==> src/rtl/reg_window_if.sv <==
// Register-window controller bus: CPU call/return handshake, register-file
// access port and spill/fill memory port, bundled for one connection.
interface reg_window_if;
  logic        call;
  logic        ret;
  logic        busy;
  logic [1:0]  cwp;
  logic        err;
  logic [1:0]  rf_wnd;
  logic [1:0]  rf_reg;
  logic        rf_wen;
  logic        rf_ldwnd;
  logic [15:0] rf_rdata;
  logic [15:0] rf_wdata;
  logic        mem_req;
  logic        mem_we;
  logic [7:0]  mem_addr;
  logic [15:0] mem_wdata;
  logic [15:0] mem_rdata;
  logic        mem_ack;

  // Controller side
  modport slave (
    input  call, ret, rf_rdata, mem_rdata, mem_ack,
    output busy, cwp, err, rf_wnd, rf_reg, rf_wen, rf_ldwnd, rf_wdata,
           mem_req, mem_we, mem_addr, mem_wdata
  );

  // CPU / register file / memory side
  modport master (
    output call, ret, rf_rdata, mem_rdata, mem_ack,
    input  busy, cwp, err, rf_wnd, rf_reg, rf_wen, rf_ldwnd, rf_wdata,
           mem_req, mem_we, mem_addr, mem_wdata
  );
endinterface

==> src/rtl/reg_window_ctrl.sv <==
// Register-window controller: 4 logical windows over 8 physical registers,
// at most 3 resident. Overflowing a call spills the 2 non-overlapping
// registers of the oldest window to a memory stack; underflowing a return
// refills them before the window pointer moves back.
module reg_window_ctrl #(
  parameter logic [7:0] STACK_BASE  = 8'hC0,
  parameter int         STACK_WORDS = 64
) (
  input  logic       clk,
  input  logic       rst_n,
  reg_window_if.slave bus
);

  localparam int SPW = $clog2(STACK_WORDS + 1);
  localparam logic [SPW-1:0] SP_FULL = SPW'(STACK_WORDS);
  localparam logic [SPW-1:0] SP_ONE  = SPW'(1);
  localparam logic [SPW-1:0] SP_TWO  = SPW'(2);

  typedef enum logic [2:0] {
    IDLE, SPILL_R0, SPILL_R1, FILL_R1, FILL_R0, SWITCH
  } state_t;

  state_t         state_q, state_d;
  logic [1:0]     cwp_q, cwp_d;
  logic [1:0]     res_q, res_d;     // resident window count, 1..3
  logic [SPW-1:0] sp_q, sp_d;       // spill stack fill in words
  logic           err_q, err_d;
  logic [1:0]     tgt_q, tgt_d;     // window the SWITCH cycle loads

  logic        busy;
  logic [1:0]  rf_wnd, rf_reg;
  logic        rf_wen, rf_ldwnd;
  logic [15:0] rf_wdata;
  logic        mem_req, mem_we;
  logic [7:0]  mem_addr;
  logic [15:0] mem_wdata;

  // State registers; reset aborts any transfer in flight
  always_ff @(posedge clk or negedge rst_n) begin
    if (!rst_n) begin
      state_q <= IDLE;
      cwp_q   <= 2'd0;
      res_q   <= 2'd1;
      sp_q    <= '0;
      err_q   <= 1'b0;
      tgt_q   <= 2'd0;
    end else begin
      state_q <= state_d;
      cwp_q   <= cwp_d;
      res_q   <= res_d;
      sp_q    <= sp_d;
      err_q   <= err_d;
      tgt_q   <= tgt_d;
    end
  end

  // Next-state decode and per-state register-file / memory drive
  always_comb begin
    state_d   = state_q;
    cwp_d     = cwp_q;
    res_d     = res_q;
    sp_d      = sp_q;
    err_d     = err_q;
    tgt_d     = tgt_q;
    busy      = 1'b1;
    rf_wnd    = cwp_q;
    rf_reg    = 2'd0;
    rf_wen    = 1'b0;
    rf_ldwnd  = 1'b0;
    rf_wdata  = 16'h0000;
    mem_req   = 1'b0;
    mem_we    = 1'b0;
    mem_addr  = 8'h00;
    mem_wdata = 16'h0000;

    case (state_q)
      IDLE: begin
        busy = 1'b0;
        // simultaneous call and ret is treated as no request
        if (bus.call && !bus.ret) begin
          if (res_q < 2'd3) begin
            tgt_d   = cwp_q + 2'd1;
            res_d   = res_q + 2'd1;
            state_d = SWITCH;
          end else if (sp_q < SP_FULL) begin
            state_d = SPILL_R0;
          end else begin
            err_d = 1'b1;
          end
        end else if (bus.ret && !bus.call) begin
          if (res_q > 2'd1) begin
            tgt_d   = cwp_q - 2'd1;
            res_d   = res_q - 2'd1;
            state_d = SWITCH;
          end else if (sp_q >= SP_TWO) begin
            state_d = FILL_R1;
          end else begin
            err_d = 1'b1;
          end
        end
      end

      SPILL_R0, SPILL_R1: begin
        // oldest resident window is two behind the current one
        rf_wnd    = cwp_q - 2'd2;
        rf_reg    = (state_q == SPILL_R1) ? 2'd1 : 2'd0;
        mem_req   = 1'b1;
        mem_we    = 1'b1;
        mem_addr  = STACK_BASE + 8'(sp_q);
        mem_wdata = bus.rf_rdata;
        if (bus.mem_ack) begin
          sp_d = sp_q + SP_ONE;
          if (state_q == SPILL_R0) begin
            state_d = SPILL_R1;
          end else begin
            tgt_d   = cwp_q + 2'd1;
            state_d = SWITCH;
          end
        end
      end

      FILL_R1, FILL_R0: begin
        // stack top holds reg1 (pushed last), so it is restored first
        rf_wnd   = cwp_q - 2'd1;
        rf_reg   = (state_q == FILL_R1) ? 2'd1 : 2'd0;
        rf_wen   = bus.mem_ack;
        rf_wdata = bus.mem_rdata;
        mem_req  = 1'b1;
        mem_addr = STACK_BASE + 8'(sp_q) - 8'd1;
        if (bus.mem_ack) begin
          sp_d = sp_q - SP_ONE;
          if (state_q == FILL_R1) begin
            state_d = FILL_R0;
          end else begin
            tgt_d   = cwp_q - 2'd1;
            state_d = SWITCH;
          end
        end
      end

      SWITCH: begin
        rf_wnd   = tgt_q;
        rf_ldwnd = 1'b1;
        cwp_d    = tgt_q;
        state_d  = IDLE;
      end

      default: begin
        state_d = IDLE;
      end
    endcase
  end

  assign bus.busy      = busy;
  assign bus.cwp       = cwp_q;
  assign bus.err       = err_q;
  assign bus.rf_wnd    = rf_wnd;
  assign bus.rf_reg    = rf_reg;
  assign bus.rf_wen    = rf_wen;
  assign bus.rf_ldwnd  = rf_ldwnd;
  assign bus.rf_wdata  = rf_wdata;
  assign bus.mem_req   = mem_req;
  assign bus.mem_we    = mem_we;
  assign bus.mem_addr  = mem_addr;
  assign bus.mem_wdata = mem_wdata;

endmodule

==> src/flat_wrapper.sv <==
// flat-port wrapper written by rule: the top's interface ports become plain ports
module reg_window_ctrl_flat 
#(
  parameter logic [7:0] STACK_BASE  = 8'hC0,
  parameter int         STACK_WORDS = 64
)
  (clk, rst_n, bus_call, bus_ret, bus_rf_rdata, bus_mem_rdata, bus_mem_ack, bus_busy, bus_cwp, bus_err, bus_rf_wnd, bus_rf_reg, bus_rf_wen, bus_rf_ldwnd, bus_rf_wdata, bus_mem_req, bus_mem_we, bus_mem_addr, bus_mem_wdata);
  reg_window_if bus_i ();
  input  logic clk;
  input  logic rst_n;
  input wire logic [$bits(bus_i.call)-1:0] bus_call;
  input wire logic [$bits(bus_i.ret)-1:0] bus_ret;
  input wire logic [$bits(bus_i.rf_rdata)-1:0] bus_rf_rdata;
  input wire logic [$bits(bus_i.mem_rdata)-1:0] bus_mem_rdata;
  input wire logic [$bits(bus_i.mem_ack)-1:0] bus_mem_ack;
  output wire logic [$bits(bus_i.busy)-1:0] bus_busy;
  output wire logic [$bits(bus_i.cwp)-1:0] bus_cwp;
  output wire logic [$bits(bus_i.err)-1:0] bus_err;
  output wire logic [$bits(bus_i.rf_wnd)-1:0] bus_rf_wnd;
  output wire logic [$bits(bus_i.rf_reg)-1:0] bus_rf_reg;
  output wire logic [$bits(bus_i.rf_wen)-1:0] bus_rf_wen;
  output wire logic [$bits(bus_i.rf_ldwnd)-1:0] bus_rf_ldwnd;
  output wire logic [$bits(bus_i.rf_wdata)-1:0] bus_rf_wdata;
  output wire logic [$bits(bus_i.mem_req)-1:0] bus_mem_req;
  output wire logic [$bits(bus_i.mem_we)-1:0] bus_mem_we;
  output wire logic [$bits(bus_i.mem_addr)-1:0] bus_mem_addr;
  output wire logic [$bits(bus_i.mem_wdata)-1:0] bus_mem_wdata;
  assign bus_i.call = bus_call;
  assign bus_i.ret = bus_ret;
  assign bus_i.rf_rdata = bus_rf_rdata;
  assign bus_i.mem_rdata = bus_mem_rdata;
  assign bus_i.mem_ack = bus_mem_ack;
  assign bus_busy = bus_i.busy;
  assign bus_cwp = bus_i.cwp;
  assign bus_err = bus_i.err;
  assign bus_rf_wnd = bus_i.rf_wnd;
  assign bus_rf_reg = bus_i.rf_reg;
  assign bus_rf_wen = bus_i.rf_wen;
  assign bus_rf_ldwnd = bus_i.rf_ldwnd;
  assign bus_rf_wdata = bus_i.rf_wdata;
  assign bus_mem_req = bus_i.mem_req;
  assign bus_mem_we = bus_i.mem_we;
  assign bus_mem_addr = bus_i.mem_addr;
  assign bus_mem_wdata = bus_i.mem_wdata;
  reg_window_ctrl #(.STACK_BASE(STACK_BASE), .STACK_WORDS(STACK_WORDS)) u_core (.clk(clk), .rst_n(rst_n), .bus(bus_i));
endmodule
==> config.mk <==
export PLATFORM = sky130hd
export DESIGN_NAME = reg_window_ctrl_flat
export DESIGN_NICKNAME = d
export VERILOG_FILES = /design/src/rtl/reg_window_if.sv /design/src/rtl/reg_window_ctrl.sv /design/src/flat_wrapper.sv
export SDC_FILE = /design/constraint.sdc
export NUM_CORES = 1
export LEC_CHECK = 0
export ABC_AREA = 1
export CAP_MARGIN = 20
export CORE_UTILIZATION = 40
export CTS_CLUSTER_DIAMETER = 50
export DETAILED_ROUTE_END_ITERATION = 12
export HOLD_SLACK_MARGIN = 0.1
export PLACE_DENSITY = 0.81
export SETUP_SLACK_MARGIN = 0.2
export SLEW_MARGIN = 20
export SYNTH_ARGS = -nofsm -noshare
export SYNTH_HDL_FRONTEND = slang
export SYNTH_SLANG_ARGS = --single-unit
==> constraint.sdc <==
create_clock -name clk -period 2.1 [get_ports clk]
set_input_delay 0.42 -clock clk [delete_from_list [all_inputs] [get_ports clk]]
set_output_delay 0.42 -clock clk [all_outputs]
set_load 0.02 [all_outputs]
Word level (Yosys, flattened, before mapping). Cells that the tools add are included.

Reductions and logical operators: 17. Multipliers: 0. Bitwise logic cells: 0. Add/sub/neg operators: 9. Magnitude comparators: 4. Shift operators: 0. Muxes and demuxes: 45. Divide/modulo/power cells: 0. Equal/unequal tests: 19.

Operator list (number): 2-to-1 mux 16 bit (2); 2-to-1 mux 3 bit (9); 2-to-1 mux 2 bit (12); case mux 8 bit (2 select lines) (1); 2-to-1 mux 1 bit (14); 2-to-1 mux 7 bit (2); inequality test 2 bit (second input constant) (7); case mux 7 bit (2 select lines) (1); case mux 2 bit (3 select lines) (2); case mux 3 bit (3 select lines) (1); adder 8 x 7 -> 8 bit (first input constant) (1); AND reduction 8 bit (1); subtractor 8 x 1 -> 8 bit (second input constant) (1); adder 7 x 1 -> 7 bit (second input constant) (1); >= comparator 7 x 2 -> 1 bit (second input constant) (1); < comparator 7 bit (second input constant) (1); subtractor 7 x 1 -> 7 bit (second input constant) (1); == test 3 x 2 -> 1 bit (second input constant) (2); == test 3 bit (second input constant) (2); inequality test 3 x 1 -> 1 bit (second input constant) (2); AND reduction 6 bit (1); nonzero test 2 bit (3); AND reduction 5 bit (1); adder 2 x 1 -> 2 bit (second input constant) (2); 18 further kinds (23).

Bits in registers: 17. ROM bits: 0. Word-level logic and storage cells: 100. Output and inout bits: 52. Input bits: 37. Memories kept: 0. Bits in latches: 0. Bits in writable memories: 0.

Longest topological paths before layout.
Word-level depth: 6. Gate-level depth with buffers: 14. Mapped depth without buffers: 14.

Least setup slack after synthesis. No wires, ideal clock.

Path type: reg-to-reg. Start: register u_core.state_q[0]. End: register u_core.sp_q[6]. Data arrival time: 1751 ps. Setup time: 117 ps. Data required time: 1983 ps. Path slack: 232 ps. Clock period less this slack: 1868 ps. Stages on the path, launching flop included: 15. Buffers on the path: 0. Cell sequence: dfrtp_1 > inv_1 > nand2_2 > nand2_1 > nand2_2 > inv_2 > fa_1 > nand2_1 > nand2_1 > nand3_1 > nand2_1 > nand2_1 > nand3_1 > nand2_1 > nand2_1.

Longest elaborated chain between the ends: 4. Elaborated cells between the ends (all ways): 11. Those cells by class: 6 x eq/ne; 1 x mux; 4 x reduce/logical.

Ends and longest elaborated chain: start, declared (RTL line reg_window_ctrl.sv:23) `state_t state_q, state_d;`; start signal, assigned (RTL line reg_window_ctrl.sv:48) `state_q <= state_d;`; == test 3 bit, or another cell as far along (RTL line reg_window_ctrl.sv:76) `case (state_q)`; OR reduction 2 bit (RTL line reg_window_ctrl.sv:76); inequality test 2 bit (no source line) / nonzero test 2 bit (equally long branches); AND reduction 3 bit (no source line); end signal, assigned (RTL line reg_window_ctrl.sv:51) `sp_q <= sp_d;`; end, declared (RTL line reg_window_ctrl.sv:26) `logic [SPW-1:0] sp_q, sp_d;`.

Several ways; a longest one is shown, not always the timed one. A chain may end at the register's enable or synchronous reset.

Final worst setup path.
Start: register u_core.state_q[0]. End: register u_core.sp_q[5].

The elaborated chain is that of the path after synthesis.

==> impl_results.md <==
- FF+latch count, synth: 17
- Clk Latency, worst-skew pair: 280 ps
- Reg-to-reg endpoint: u_core.sp_q[5]
- Worst setup margin: -39.41 ps
- Cell mode on critical path: nand2_4
- R2R cell count: 13
- Failing checks: negative setup slack
- Die area: 4616 um2
- Hold Slack: 463.6 ps
- Initial core utilization: 42.56%
- Share of cells above drive strength 1: 40.98%
- Crit path max-delay family: simple AND/OR/NAND/NOR gates
- Startpoint type of the worst setup path: register
- Maximum fanout along the worst path: 6
- Rows: 23
- CTS Buf Count: 3
- Deepest clock path buffer count: 2
- Endpoint type of the worst setup path: register
- Commonest cells in the netlist: nand2_1, inv_1, nor2_1, nand3_1, dfrtp_1
- Post-DP HPWL: 4531 um
- WP data required: 2250 ps
- Seq/Total Area, Yosys: 24.53%
- Outcome: finished, violations left
- I/O pins: 89
- Cell Chain, Critical Path: nand2_4, nand2_4, nand2_4, inv_4, buf_12, buf_4, buf_6, ha_4, nand4_1, nand3_1, nand2_1, nand3_1, nand2_1
- Final non-filler cell total: 477
- Fin nets: 477
- Setup Skew: 3.538 ps
- CTS clk-pin slew, worst paths: 80 ps
- CTS tree: built
- Synth area leader: dfrtp_1
- Wire per inst: 17.42 um
- Final wirelength: 8310 um
- Count of max-cap constraint violations: 0
- First-pass detailed-route iteration total: 6
- Total number of vias: 2680
- DRT iter0 DRCs: 230
- Cells after Synth: 285
- Final setup fails: 2
- Synth top area share: 23.02%
- Synthesized area: 1739 um2
- Post-synth cell types: 29
- Peak supply drop: 1371 uV
- Gpl congestion: 0.8457
- Post-Place Worst Slack: -115.4 ps
- RR Startpoint: u_core.state_q[0]
- Syn Nets: 334
- Worst path max stage delay: 480 ps
- Worst Path Arrival: 2290 ps
- DRC viols: 0
- Die width: 67.94 um
- Final period util: 101.9%
- Design Area, Final: 3430 um2
- Remaining Overflow, GRT: 0
- Setup repair after global routing missed its margin: yes
- CP max-delay cell: dfrtp_2
- Routed Antenna Nets: 0
- Commonest register cell after synthesis: dfrtp_1
- Area Overhead vs Synth: 97.19%
- Total placed instance area: 2923 um2
- Total GRT Usage: 29.35%
- Synth top area cells: dfrtp_1, nand2_1, inv_1, nor2_1, ha_1
- First-pass GRT wire length: 9977 um
- Tot Pwr: 7.465 mW
- Fmax: 0.4674 GHz
- CTS H-tree lvls: 1
- FF-to-FF setup slack: -40 ps
- Final TNS setup: -60.16 ps
- Hold Path Class: in2async
- Initial antenna violation count: 0
- I/O Buffers: 87
- Ant diodes: 0
- Die extent in y: 67.94 um
- Core area: 4086 um2
- Post-synth ARST share: 100.0%
- Vias in the first global route: 2245
- Avg Vias per Cell: 5.618
- Final hold vios: 0
- Buffers plus inverters on the worst setup path: 4
- Hold Buf Count CTS: 0
- Placed cell count: 452
- Most instantiated library cell after synthesis: nand2_1
- Final core occ: 83.93%
- EDFF count, synth: 0
- Leakage power: 1.811 nW
- Power per cell area: 2177 nW/um2
- Synth warn: 0
- Largest net degree at the start of global routing: 18
- Final slew viol count: 0
- Tmin final: 2139 ps
- Crit Path Category: reg2reg
- CTS Root Cell: clkbuf_8
- Clock net sink count: 17
- Mean Syn Cell Area: 6.102 um2
- Fill cells: 230
-- cell usage in the layout (no fill, tap or decap), types with 2 or more instances in the layout --
cell / Yosys / final
buf_4: 1 / 71
nand2_1: 64 / 56
inv_1: 61 / 55
clkdlybuf4s50_1: 0 / 39
nor2_1: 47 / 28
buf_6: 0 / 23
nor2_4: 2 / 17
nand3_1: 19 / 13
dfrtp_1: 16 / 13
o21ai_0: 15 / 12
inv_2: 3 / 8
nor2_2: 3 / 7
o21ai_1: 5 / 7
nand4_1: 7 / 7
nand2_4: 0 / 6
nand3_2: 0 / 6
nand2_2: 3 / 6
xor2_1: 5 / 5
ha_4: 0 / 5
ha_1: 11 / 5
xnor2_1: 3 / 3
clkbuf_8: 0 / 3
clkbuf_2: 0 / 3
buf_12: 0 / 3
dfrtp_2: 0 / 3
o22ai_2: 0 / 2
a21oi_1: 3 / 2
-- final cells by class --
type	count	area, um2	share of cell area (%)
Clock buffer	4	45.04	1.313
Inverter	64	242.7	7.078
Multi-Input combinational cell	199	1345	39.22
Sequential cell	17	430.4	12.55
Tap cell	50	62.56	1.824
Timing Repair Buffer	143	1304	38.02
-- flip-flops by register name (all words and copies together), names as in the netlist --
signal	cells
u_core.state_q	3
u_core.tgt_q	2
u_core.sp_q	7
u_core.res_q	2
u_core.bus.err	1
u_core.bus.cwp	2
-- how the worst max path moves through the flow --
stage	startpoint	to	slack, ps	cells after the start
6_report	u_core.state_q[0]	u_core.sp_q[5]	-40	13
3_3_place_gp	u_core.state_q[1]	bus_mem_addr[7]	-80	7
5_1_grt	u_core.state_q[0]	u_core.sp_q[5]	-140	16
3_5_place_dp	u_core.state_q[1]	bus_mem_addr[3]	-120	7
4_1_cts	u_core.state_q[0]	bus_mem_addr[7]	40	7
2_1_floorplan	u_core.state_q[0]	u_core.sp_q[6]	230	14
-- logic make-up (layout without fill, tap and decap cells) --
group	after synthesis	after routing	synth area share (%)
other	1	1	0.2156
buffers and inverters	70	211	15.68
XOR/XNOR	8	8	4.029
flip-flops	17	17	24.53
AND/OR/NAND/NOR	147	148	36.91
AO/OA/AOI/OAI	30	30	9.568
adder cells (fa/ha/maj)	12	12	9.065
-- timing repair --
item / CTS / global route
pin swaps: 6 / 16
cloned: 1 / 1
resized for setup: 180 / 162
endpoints found under the setup margin: 53 / 55
buffers inserted: 9 / 10
-- power by group --
group	internal (mW)	switching, mW	total (mW)
Combinational	2.91	3.51	6.42
Sequential	0.508	0.251	0.759
Clock	0.136	0.154	0.291
-- per-layer routing --
metal	global-route usage (%)	vias to the layer above	routed length, um
li1	-	1151	-
met1	29.93	1205	2729
met2	52.57	255	3969
met3	7.833	69	1079
met4	18.23	0	532
met5	0	-	0
(Power assumes the default switching activity.)
